### src/rtl/mano_control_unit.sv
// Hardwired basic-computer controller: sequence counter, fetch/decode/indirect and execute steps.
// Define MANO_INDIRECT_EN to enable the indirect-address fetch at T3 for D0..D6.
module mano_control_unit #(
  parameter int WORD_W = 16
) (
  input  logic              clk,
  input  logic              Initial_Reset,
  input  logic              start,
  input  logic [WORD_W-1:0] ir,
  input  logic              ac_zero,
  input  logic              dr_zero,
  output logic              ar_ld,
  output logic              ar_inr,
  output logic              pc_ld,
  output logic              pc_inr,
  output logic              dr_ld,
  output logic              dr_inr,
  output logic              ac_ld,
  output logic              ac_inr,
  output logic              ac_clr,
  output logic              ir_ld,
  output logic              mem_rd,
  output logic              mem_wr,
  output logic [2:0]        bus_sel,
  output logic [1:0]        alu_op,
  output logic [2:0]        sc,
  output logic              halted
);

  typedef enum logic [2:0] {
    S_T0 = 3'd0, S_T1 = 3'd1, S_T2 = 3'd2, S_T3 = 3'd3,
    S_T4 = 3'd4, S_T5 = 3'd5, S_T6 = 3'd6, S_HALT = 3'd7
  } state_t;

  localparam logic [2:0] BUS_AR  = 3'd1;
  localparam logic [2:0] BUS_PC  = 3'd2;
  localparam logic [2:0] BUS_DR  = 3'd3;
  localparam logic [2:0] BUS_AC  = 3'd4;
  localparam logic [2:0] BUS_IR  = 3'd5;
  localparam logic [2:0] BUS_MEM = 3'd7;

  localparam logic [1:0] ALU_DR  = 2'd0;
  localparam logic [1:0] ALU_AND = 2'd1;
  localparam logic [1:0] ALU_ADD = 2'd2;

  state_t     state, state_nxt;
  logic       i_bit;
  logic [7:0] d;
  logic       ind_fetch;
  logic       unused_ir;

  assign unused_ir = ^ir;
  assign halted    = (state == S_HALT);

`ifdef MANO_INDIRECT_EN
  assign ind_fetch = i_bit;
`else
  assign ind_fetch = 1'b0;
`endif

  // NOTE: sequential state uses non-blocking assignments so every register samples pre-edge values.
  always_ff @(posedge clk) begin
    if (Initial_Reset) begin
      state <= S_HALT;
      i_bit <= 1'b0;
      d     <= '0;
    end else begin
      state <= state_nxt;
      if (state == S_T2) begin
        i_bit <= ir[15];
        d     <= 8'b1 << ir[14:12];
      end
    end
  end

  always_comb begin
    // NOTE: every output gets a default first, so no path through the case infers a latch.
    state_nxt = state;
    ar_ld  = 1'b0; ar_inr = 1'b0; pc_ld  = 1'b0; pc_inr = 1'b0;
    dr_ld  = 1'b0; dr_inr = 1'b0; ac_ld  = 1'b0; ac_inr = 1'b0;
    ac_clr = 1'b0; ir_ld  = 1'b0; mem_rd = 1'b0; mem_wr = 1'b0;
    bus_sel = 3'd0;
    alu_op  = ALU_DR;
    sc      = (state == S_HALT) ? 3'd0 : 3'(state);

    unique case (state)
      S_HALT: if (start) state_nxt = S_T0;
      S_T0: begin
        bus_sel = BUS_PC; ar_ld = 1'b1;
        state_nxt = S_T1;
      end
      S_T1: begin
        bus_sel = BUS_MEM; mem_rd = 1'b1; ir_ld = 1'b1; pc_inr = 1'b1;
        state_nxt = S_T2;
      end
      S_T2: begin
        bus_sel = BUS_IR; ar_ld = 1'b1;
        state_nxt = S_T3;
      end
      S_T3: begin
        if (d[7]) begin
          state_nxt = S_T0;
          // Register-reference: any combination of bits acts in the same cycle.
          if (!i_bit) begin
            ac_clr = ir[11];
            ac_inr = ir[5];
            pc_inr = ir[2] & ac_zero;
            if (ir[0]) state_nxt = S_HALT;
          end
        end else begin
          state_nxt = S_T4;
          if (ind_fetch) begin
            bus_sel = BUS_MEM; mem_rd = 1'b1; ar_ld = 1'b1;
          end
        end
      end
      S_T4: begin
        state_nxt = S_T5;
        if (d[0] | d[1] | d[2] | d[6]) begin
          bus_sel = BUS_MEM; mem_rd = 1'b1; dr_ld = 1'b1;
        end else if (d[3]) begin
          bus_sel = BUS_AC; mem_wr = 1'b1; state_nxt = S_T0;
        end else if (d[4]) begin
          bus_sel = BUS_AR; pc_ld = 1'b1; state_nxt = S_T0;
        end else begin
          bus_sel = BUS_PC; mem_wr = 1'b1; ar_inr = 1'b1;
        end
      end
      S_T5: begin
        state_nxt = S_T0;
        if (d[6]) begin
          dr_inr = 1'b1; state_nxt = S_T6;
        end else if (d[5]) begin
          bus_sel = BUS_AR; pc_ld = 1'b1;
        end else begin
          ac_ld  = 1'b1;
          alu_op = d[0] ? ALU_AND : (d[1] ? ALU_ADD : ALU_DR);
        end
      end
      S_T6: begin
        bus_sel = BUS_DR; mem_wr = 1'b1; pc_inr = dr_zero;
        state_nxt = S_T0;
      end
      default: state_nxt = S_HALT;
    endcase

    // Reset forces every strobe low so the datapath's own reset values win.
    if (Initial_Reset) begin
      ar_ld  = 1'b0; ar_inr = 1'b0; pc_ld  = 1'b0; pc_inr = 1'b0;
      dr_ld  = 1'b0; dr_inr = 1'b0; ac_ld  = 1'b0; ac_inr = 1'b0;
      ac_clr = 1'b0; ir_ld  = 1'b0; mem_rd = 1'b0; mem_wr = 1'b0;
      bus_sel = 3'd0;
      alu_op  = 2'd0;
      sc      = 3'd0;
    end
  end

endmodule

### config.mk
export PLATFORM = sky130hd
export DESIGN_NAME = mano_control_unit
export DESIGN_NICKNAME = d
export VERILOG_FILES = /design/src/rtl/mano_control_unit.sv
export SDC_FILE = /design/constraint.sdc
export NUM_CORES = 1
export LEC_CHECK = 0
export CORE_ASPECT_RATIO = 2
export CORE_MARGIN = 2
export CORE_UTILIZATION = 30
export DETAILED_ROUTE_END_ITERATION = 8
export PLACE_DENSITY_LB_ADDON = 0.2
export SYNTH_ARGS = -nofsm -noshare
export SYNTH_HDL_FRONTEND = slang
export SYNTH_SLANG_ARGS = --single-unit
### constraint.sdc
create_clock -name clk -period 2.52 [get_ports clk]
set_input_delay 0.378 -clock clk [delete_from_list [all_inputs] [get_ports clk]]
set_output_delay 0.378 -clock clk [all_outputs]
set_load 0.01 [all_outputs]
=== Word-level counts from Yosys, hierarchy flattened ===
Cells that the tools add are included.

* Reduce and logical (&&, ||, !) cells: 2
* Bitwise gates (word level): 4
* Mux-type cells: 68
* Shift-type cells: 1
* Equal/unequal tests: 8

{| class="wikitable"
|+ Operators by type and width
! kind !! number
|-
| $mux 1 || 42
|-
| $mux 3 || 13
|-
| $pmux 3 s8 || 1
|-
| $pmux 3 s6 || 1
|-
| $mux 2 || 7
|-
| $eq 3x3->1 const B || 4
|-
| $shl 1x3->8 const A || 1
|-
| $eq 3x2->1 const B || 2
|-
| $pmux 1 s2 || 3
|-
| $eq 3x1->1 const B || 1
|-
| $logic_not 3->1 || 1
|-
| $or 1x1->1 || 3
|-
| $pmux 1 s3 || 1
|-
| $ne 2x2->1 const B || 1
|-
| $reduce_or 2->1 || 1
|-
| $and 1x1->1 || 1
|}

* Output and inout port bits: 21
* Input port bits: 21
* Word-level logic and storage cells: 86
* Bits in registers: 12

=== Depth between registers and ports, before layout ===
Gate-level depths: netlist of the first run.

* Depth in word-level cells: 6
* Gate-level depth with buffers: 5
* Mapped depth without buffers: 3

=== Least setup slack after synthesis of the first run ===
OpenSTA, ideal clock, no wires.

* Kind: flip-flop to output port
* Start point: register d[6]
* End point: output pc_ld
* Arrival: 1.584 ns
* Setup slack: 0.558 ns
* Data required time: 2.142 ns
* Cell stages (with the launch flop): 6
* Cell sequence: dfxtp_1 -> buf_6 -> or4_1 -> buf_2 -> o31a_1 -> nor3_1

* Longest elaborated chain between the ends: 4

{| class="wikitable"
|+ Ends and longest elaborated chain
! element !! line !! RTL
|-
| start, declared || 48 || <nowiki>logic [7:0] d;</nowiki>
|-
| start signal, assigned || 71 || <nowiki>d <= 8'b1 << ir[14:12];</nowiki>
|-
| $or 1x1->1 || 119 || <nowiki>if (d[0] | d[1] | d[2] | d[6]) begin</nowiki>
|-
| $mux 1 || 119 ||
|-
| $pmux 1 s2 (*) || 86 || <nowiki>unique case (state)</nowiki>
|-
| $mux 1 (*) || 148 || <nowiki>if (Initial_Reset) begin</nowiki>
|-
| end, declared || 14 || <nowiki>output logic pc_ld,</nowiki>
|}

Every way passes the cells marked *; elsewhere a longest branch is shown, timed or not.

=== Worst setup path after layout of the first run ===
* Start point: input Initial_Reset
* End point: output ar_inr

* Longest elaborated chain between the ends: 1

{| class="wikitable"
|+ Ends and longest elaborated chain
! element !! line !! RTL
|-
| start, declared || 7 || <nowiki>input logic Initial_Reset,</nowiki>
|-
| $mux 1 || 148 ||
|-
| end, declared || 13 || <nowiki>output logic ar_inr,</nowiki>
|}

Every way passes these cells.

==> impl_metrics.ini, run 1 <==
[critical_path]
path_common_cell = sky130_fd_sc_hd__clkdlybuf4s50_1
endpoint_kind = output pin
timing.critical_path.required_ns = 2.14
critical_path.reg2reg.startpoint = d[0]$_SDFFE_PP0P_
crit_path_launch_type = input port
worstReg2RegEnd = state[2]$_SDFFE_PP1P_
crit_path_buf_inv_count = 3
timing.critical_path.cells = clkdlybuf4s50_1 -> buf_4 -> nor2_1 -> nand3_1 -> nor4_1 -> clkdlybuf4s50_1
arr_time_crit_path_ns = 2.05
path_class = in2out
path_max_fanout = 14
critPathSlowestCell = sky130_fd_sc_hd__clkdlybuf4s50_1
cpPeakStageDelay_ns = 0.58
reg2regPathDepth = 4
reg2reg_slack_ns = 0.73
critPathTopFamily = buffers and inverters

[grt]
grt_pass1_vias = 948
grt_resource_usage_total_pct = 16.2
pin_count_of_the_biggest_net_entering_global_routing = 16
grt_antenna_before_repair = 0
wire_length_of_the_first_global_routing_pass_mm = 4.39
gr-total-overflow = 0

[synth]
synthAdderAreaFrac_pct = 0
synth_simple_gate_area_share_pct = 44.3
share_of_the_synthesized_area_in_compound_gates_ao_oa_aoi_oai_pct = 21.6
synthXorXnorAreaFrac_pct = 0
syn-instance-count = 124
synth_seq_area_share_pct = 27.1
yosys_register_bits = 12
post_synth_instance_area_um2 = 887
synth_area_per_cell_um2 = 7.15
yosys_warnings = 0
synth.area.mux_share_pct = 0
combinational_family_with_the_most_area_after_synthesis = simple AND/OR/NAND/NOR gates
synthesized_netlist_net_count = 145
synth_cell_types = 37

[clocking]
clock_latency_ns = 0.24
cts.clk_slew.worst_paths_ns = 0.05
tritoncts.num_buffers = 3
cts_setup_buffers = 0
htreeDepth = 1
cts_tree = yes
clock_tree.buffer_depth = 2
clk_root_buffer_cell = sky130_fd_sc_hd__clkbuf_8
clkSinkCount = 12
ctsHoldBuffers = 0

[die]
num_rows = 28
core_area_um2 = 2870
initial_core_util_pct = 30.9
die-area_um2 = 3430
die_height_um = 80.9
fp.dieW_um = 42.5
total_i_o_pin_count = 42

[finish]
final_net_count = 181
seq_area_um2 = 240
post_route_cells_drive_above_1_share_pct = 11.3
area_of_the_multi_input_gates_um2 = 599
fill_cells = 299
areaGrowthSynthToFinish_pct = 51.1
insertedDiodeCount = 0

[job]
max_cap_viol_count = 0

[power]
total_leakage_power_uw = 0.000479
max-vdd-ir-drop_mv = 0.330
power_density_nw_per_um2 = 508

[timing]
fin_crit_sh_pct = 96.3
setup_tns_ns = 0
layout_min_cycle_time_ns = 2.43
timing.final.hold_violations = 0
slew_viol_final = 0
report.final.setup_viol = 0
finalClockSkew_ns = 0.00259
postLayoutSetupSlackWorst_ns = 0.0936
max_clock_freq_ghz = 0.412
fin_worst_hold_slack_ns = 0.486
worst_slew_margin_rel_pct = 74.4
timing_worst_slew_pin_value_ns = 0.380
grt_setup_unrepaired = no

[min_path]
min_path_cells = 2
worst_hold_path_class = reg2reg
hold_path.startpoint = d[7]$_SDFFE_PP0P_
min_delay_worst_endpoint = d[7]$_SDFFE_PP0P_

[detailed_routing]
post_detailed_route_via_to_cell_ratio = 5.30
detailedRoute.firstIterationViolations = 15
drt_first_pass_iters = 4
route.detailed.wl_per_inst_um = 13.4
sum_of_routed_wire_length_over_all_layers_mm = 2.53
remaining_drc_errors = 0
antenna_violating_nets_post_route = 0
route.vias.total = 1001

[placed_design]
portBuffers = 33
dp_slack_ns = 0.0488
replace_congestion = 0.812
detailedPlacementHpwl_mm = 1.86

[run_status]
status = completed
[worst max path at each step]
| stage | slack (ns) | depth (start not counted) | startpoint | end |
|---|---|---|---|---|
| floorplan | 0.56 | 5 | d[6]$_SDFFE_PP0P_ | pc_ld |
| global placement | 0.06 | 5 | Initial_Reset | alu_op[1] |
| detailed placement | 0.05 | 5 | Initial_Reset | alu_op[1] |
| CTS | 0.04 | 5 | Initial_Reset | alu_op[1] |
| global route | 0.006 | 4 | state[1]$_SDFFE_PP1P_ | ac_inr |
| finish | 0.09 | 6 | Initial_Reset | ar_inr |
[worst register-to-register path: stages (launching register included)]
cell,delay (ns)
sky130_fd_sc_hd__dfxtp_1,0.34
sky130_fd_sc_hd__or4_4,0.55
sky130_fd_sc_hd__buf_4,0.17
sky130_fd_sc_hd__or3_1,0.34
sky130_fd_sc_hd__a211o_1,0.26
[logic make-up after synthesis]
family	after synthesis
flip-flops	12
AND/OR/NAND/NOR	67
AO/OA/AOI/OAI	31
buffers and inverters	14
[layout make-up]
type | instances | share of cell area (%)
multi-input cells | 98 | 44.7
repair buffers | 42 | 29.6
well taps | 30 | 2.80
inverters | 3 | 0.840
clock buffers | 4 | 4.11
flip-flops and latches | 12 | 17.9
[state kept, by name, indices dropped and copies added (netlist names)]
name	cells
i_bit	1
d	8
state	3
[cells in the final DEF, fill, tap and decap left out, drive strengths merged, types with 4 or more instances in the layout]
| cell | Yosys | final |
|---|---|---|
| clkdlybuf4s50 | 0 | 32 |
| a21oi | 17 | 17 |
| nand2 | 13 | 13 |
| dfxtp | 12 | 12 |
| buf | 3 | 9 |
| nor2 | 8 | 8 |
| nand2b | 7 | 7 |
| nor3 | 7 | 7 |
| a21o | 4 | 4 |
| nand3b | 4 | 4 |
| nand4b | 4 | 4 |
| clkbuf | 8 | 4 |
[synth_stat cells]
library cell,n,area (um^2)
sky130_fd_sc_hd__and3_1,1,6.26
sky130_fd_sc_hd__nand3b_1,4,30.0
sky130_fd_sc_hd__or4b_1,1,10.0
sky130_fd_sc_hd__nor3_1,7,35.0
sky130_fd_sc_hd__o211ai_1,1,7.51
sky130_fd_sc_hd__nor4_1,2,12.5
sky130_fd_sc_hd__nor2b_1,2,12.5
sky130_fd_sc_hd__o31a_1,1,8.76
sky130_fd_sc_hd__buf_2,2,10.0
sky130_fd_sc_hd__a211o_1,1,8.76
sky130_fd_sc_hd__a21oi_1,17,85.1
sky130_fd_sc_hd__inv_1,3,11.3
sky130_fd_sc_hd__nand3_1,3,15.0
sky130_fd_sc_hd__nor4b_1,2,17.5
sky130_fd_sc_hd__clkbuf_1,8,30.0
sky130_fd_sc_hd__and2_1,3,18.8
sky130_fd_sc_hd__a211oi_1,1,7.51
sky130_fd_sc_hd__and3b_1,1,8.76
sky130_fd_sc_hd__nand4b_1,4,35.0
sky130_fd_sc_hd__nand2_1,13,48.8
sky130_fd_sc_hd__or4_1,1,7.51
sky130_fd_sc_hd__a21bo_2,1,10.0
sky130_fd_sc_hd__nor3b_1,1,7.51
sky130_fd_sc_hd__or3_1,2,12.5
sky130_fd_sc_hd__buf_6,1,11.3
sky130_fd_sc_hd__o21ai_0,1,5.00
sky130_fd_sc_hd__nand4_1,2,12.5
sky130_fd_sc_hd__nand2b_1,7,43.8
sky130_fd_sc_hd__nor3b_2,1,12.5
sky130_fd_sc_hd__nor2_1,8,30.0
sky130_fd_sc_hd__dfxtp_1,12,240
sky130_fd_sc_hd__o31ai_1,1,7.51
sky130_fd_sc_hd__a221oi_1,1,8.76
sky130_fd_sc_hd__or2b_1,1,7.51
sky130_fd_sc_hd__a21o_1,4,30.0
sky130_fd_sc_hd__or3b_1,1,8.76
sky130_fd_sc_hd__a31oi_1,2,12.5
[power breakdown]
group,switching (uW),total (uW),internal [uW]
logic,116,242,127
clock network,72.2,210,138
registers,26.1,228,202
total,214,680,466
[what timing repair did]
item | in CTS | in global routing
setup endpoints to repair | 1 | 5
cloned | 0 | 0
gates resized for setup | 1 | 3
pin swaps | 0 | 0
[metal layers]
| layer | vias up | GRT usage, % | routed length, um |
|---|---|---|---|
| met3 | 6 | 1.33 | 111 |
| met4 | 0 | 8.44 | 64 |
| li1 | 520 | - | - |
| met1 | 445 | 21.4 | 1140 |
| met2 | 30 | 26.0 | 1210 |
| met5 | - | 0 | 0 |
[through the flow]
stage,cells,util [%],total power [uW],cell area (um^2)
floorplan,124,-,357,887
global placement,185,44.3,469,1270
detailed placement,185,44.3,470,1270
CTS,189,46.1,684,1330
global route,189,46.6,723,1340
finish,189,46.6,680,1340
No activity file was read; power rests on OpenSTA's default activity.
==> inputs of run 2 (changes only) <==
--- a/config.mk
+++ b/config.mk
@@ -5,6 +5,7 @@
 export SDC_FILE = /design/constraint.sdc
 export NUM_CORES = 1
 export LEC_CHECK = 0
+export ABC_AREA = 1
 export CORE_ASPECT_RATIO = 2
 export CORE_MARGIN = 2
 export CORE_UTILIZATION = 30
==> run 2 against run 1 <==
  * Critical path type is now reg2out
  * Clock skew decreased by 0.0019 ns
  * Non-clock buffer count decreased by 6
  * Clock-buffer cell count unchanged
  * Synthesized cell count increased by 21%
  * Critical endpoint is now pc_inr
  * Sequential share of layout area increased by 0.31 points
  * Largest power group unchanged
  * Fmax increased by 5.5%
  * Utilization decreased by 1.7 points
  * Largest cell class unchanged
  * Die area increased by 4.2%
  * Clock power about the same
==> impl_metrics.ini, run 2 <==
[run_status]
status = completed

[grt]
grt_pass1_vias = 1005
grt_antenna_before_repair = 0
gr-total-overflow = 0
wire_length_of_the_first_global_routing_pass_mm = 4.08
pin_count_of_the_biggest_net_entering_global_routing = 19
grt_resource_usage_total_pct = 15.1

[placed_design]
detailedPlacementHpwl_mm = 1.98
replace_congestion = 0.889
portBuffers = 33

[detailed_routing]
antenna_violating_nets_post_route = 0
post_detailed_route_via_to_cell_ratio = 5.00
route.detailed.wl_per_inst_um = 11.3
detailedRoute.firstIterationViolations = 9
sum_of_routed_wire_length_over_all_layers_mm = 2.42
route.vias.total = 1076
remaining_drc_errors = 0
drt_first_pass_iters = 4

[finish]
areaGrowthSynthToFinish_pct = 42.8
final_net_count = 207
largest_register_ffs = 8
post_route_cells_drive_above_1_share_pct = 16.8
fill_cells = 335
top_regs = d: 8 flops, state: 3 flops, i_bit: 1 flops
final_cell_mix = 33 x sky130_fd_sc_hd__clkdlybuf4s50_1, 26 x sky130_fd_sc_hd__nor2_1, 24 x sky130_fd_sc_hd__nand2_1
final_util_pct = 45.0
layout_commonest_cell = sky130_fd_sc_hd__clkdlybuf4s50_1
regMostFlops = d
insertedDiodeCount = 0

[synth]
synthAdderAreaFrac_pct = 0
synth.area.mux_share_pct = 0
synthesized_netlist_net_count = 171
share_of_the_synthesized_area_in_compound_gates_ao_oa_aoi_oai_pct = 13.6
post-synth-top-count-cell = sky130_fd_sc_hd__nor2_1
synth_cell_types = 22
yosys_warnings = 0
synthFlopType = sky130_fd_sc_hd__dfxtp_1
combinational_family_with_the_most_area_after_synthesis = simple AND/OR/NAND/NOR gates
post_synth_instance_area_um2 = 927
synth.largest_area_cell = sky130_fd_sc_hd__dfxtp_1
synth_enable_flop_cells = 0
synth_top_area_share_pct = 25.9
synth_simple_gate_area_share_pct = 44.4
syn-instance-count = 150
synth_seq_area_share_pct = 25.9
dominant_cells_by_area_after_synthesis = sky130_fd_sc_hd__dfxtp_1 26%, sky130_fd_sc_hd__nor2_1 11%, sky130_fd_sc_hd__nand2_1 9.7%, sky130_fd_sc_hd__inv_1 8.9%, sky130_fd_sc_hd__nand3_1 7.6%
yosys_register_bits = 12
synthXorXnorAreaFrac_pct = 0
synth_area_per_cell_um2 = 6.18
netlist_top_cells_count = 26 x sky130_fd_sc_hd__nor2_1, 24 x sky130_fd_sc_hd__nand2_1, 22 x sky130_fd_sc_hd__inv_1
synthArstFlopShare_pct = 0

[clocking]
clk_root_buffer_cell = sky130_fd_sc_hd__clkbuf_8
htreeDepth = 1
clock_latency_ns = 0.24
tritoncts.num_buffers = 3
cts_tree = yes
ctsHoldBuffers = 0
clkSinkCount = 12
cts_setup_buffers = 0
clock_tree.buffer_depth = 2
cts.clk_slew.worst_paths_ns = 0.05

[min_path]
min_path_cells = 2
worst_hold_path_class = reg2reg

[timing]
timing_worst_slew_pin_value_ns = 0.394
grt_setup_unrepaired = no
worst_slew_margin_rel_pct = 73.7
slew_viol_final = 0
layout_min_cycle_time_ns = 2.30
max_clock_freq_ghz = 0.435
fin_worst_hold_slack_ns = 0.470
setup_tns_ns = 0
report.final.setup_viol = 0
timing.final.hold_violations = 0
finalClockSkew_ns = 0.000687
fin_crit_sh_pct = 91.3

[critical_path]
crit_path_launch_type = flip-flop
endpoint_kind = output pin
path_class = reg2out
path_max_fanout = 9
arr_time_crit_path_ns = 1.92
reg2regPathDepth = 5
timing.critical_path.required_ns = 2.14

[die]
fp.dieW_um = 43.3
die-area_um2 = 3580
num_rows = 28
initial_core_util_pct = 31.5
total_i_o_pin_count = 42
die_height_um = 82.6
core_area_um2 = 2940

[power]
max-vdd-ir-drop_mv = 0.324
total_leakage_power_uw = 0.000558
power_density_nw_per_um2 = 654

[job]
max_cap_viol_count = 0
run 2: critical path, stage by stage (launching register included):
cell                              delay, ns
sky130_fd_sc_hd__dfxtp_1               0.55
sky130_fd_sc_hd__nand2_2               0.10
sky130_fd_sc_hd__nor2_2                0.18
sky130_fd_sc_hd__nand2_1               0.08
sky130_fd_sc_hd__nand2_1               0.07
sky130_fd_sc_hd__inv_1                 0.05
sky130_fd_sc_hd__a21oi_2               0.10
sky130_fd_sc_hd__clkdlybuf4s50_1       0.54
run 2: timing repair:
item                                    4_1_cts  5_1_grt
endpoints found under the setup margin        0        2
resized for setup                             0        1
endpoints found under the hold margin         0        0
run 2: area by class of cell:
class / instances / area [um^2] / share of cell area [%]
multi-input cells: 108 / 538 / 40.6
repair buffers: 36 / 353 / 26.7
flip-flops and latches: 12 / 241 / 18.2
inverters: 25 / 98.8 / 7.47
clock buffers: 4 / 55.1 / 4.16
well taps: 30 / 37.5 / 2.84
run 2: kinds of logic (layout without fill, tap and decap cells):
kind of cell	Yosys count	in the layout
flip-flops	12	12
AO/OA/AOI/OAI	20	20
AND/OR/NAND/NOR	88	88
buffers and inverters	30	65
run 2: power by group:
part	internal, uW	switching [uW]
combinational	172	204
clock	138	70.7
sequential	223	57.2
run 2: routing by layer:
layer	GRT usage [%]	vias up	routed length, um
li1	-	552	-
met1	14.2	486	892
met2	28.7	31	1320
met3	2.39	7	119
met4	10.3	0	91
met5	0	-	0
run 2: stage by stage:
stage | setup WS [ns] | std cells | power (uW) | area (um^2)
finish | 0.220 | 215 | 865 | 1320
global route | 0.0970 | 215 | 934 | 1320
CTS | 0.111 | 215 | 876 | 1320
detailed placement | 0.273 | 211 | 661 | 1270
global placement | 0.267 | 211 | 657 | 1270
floorplan | 0.974 | 150 | 533 | 927
run 2: worst paths after layout:
check / from / endpoint / slack, ns
setup / recovery: state[2]$_SDFFE_PP1P_ / pc_inr / 0.22
hold / removal: d[4]$_SDFFE_PP0P_ / d[4]$_SDFFE_PP0P_ / 0.47
setup reg to reg: state[2]$_SDFFE_PP1P_ / d[3]$_SDFFE_PP0P_ / 1.32
hold reg to reg: d[4]$_SDFFE_PP0P_ / d[4]$_SDFFE_PP0P_ / 0.47
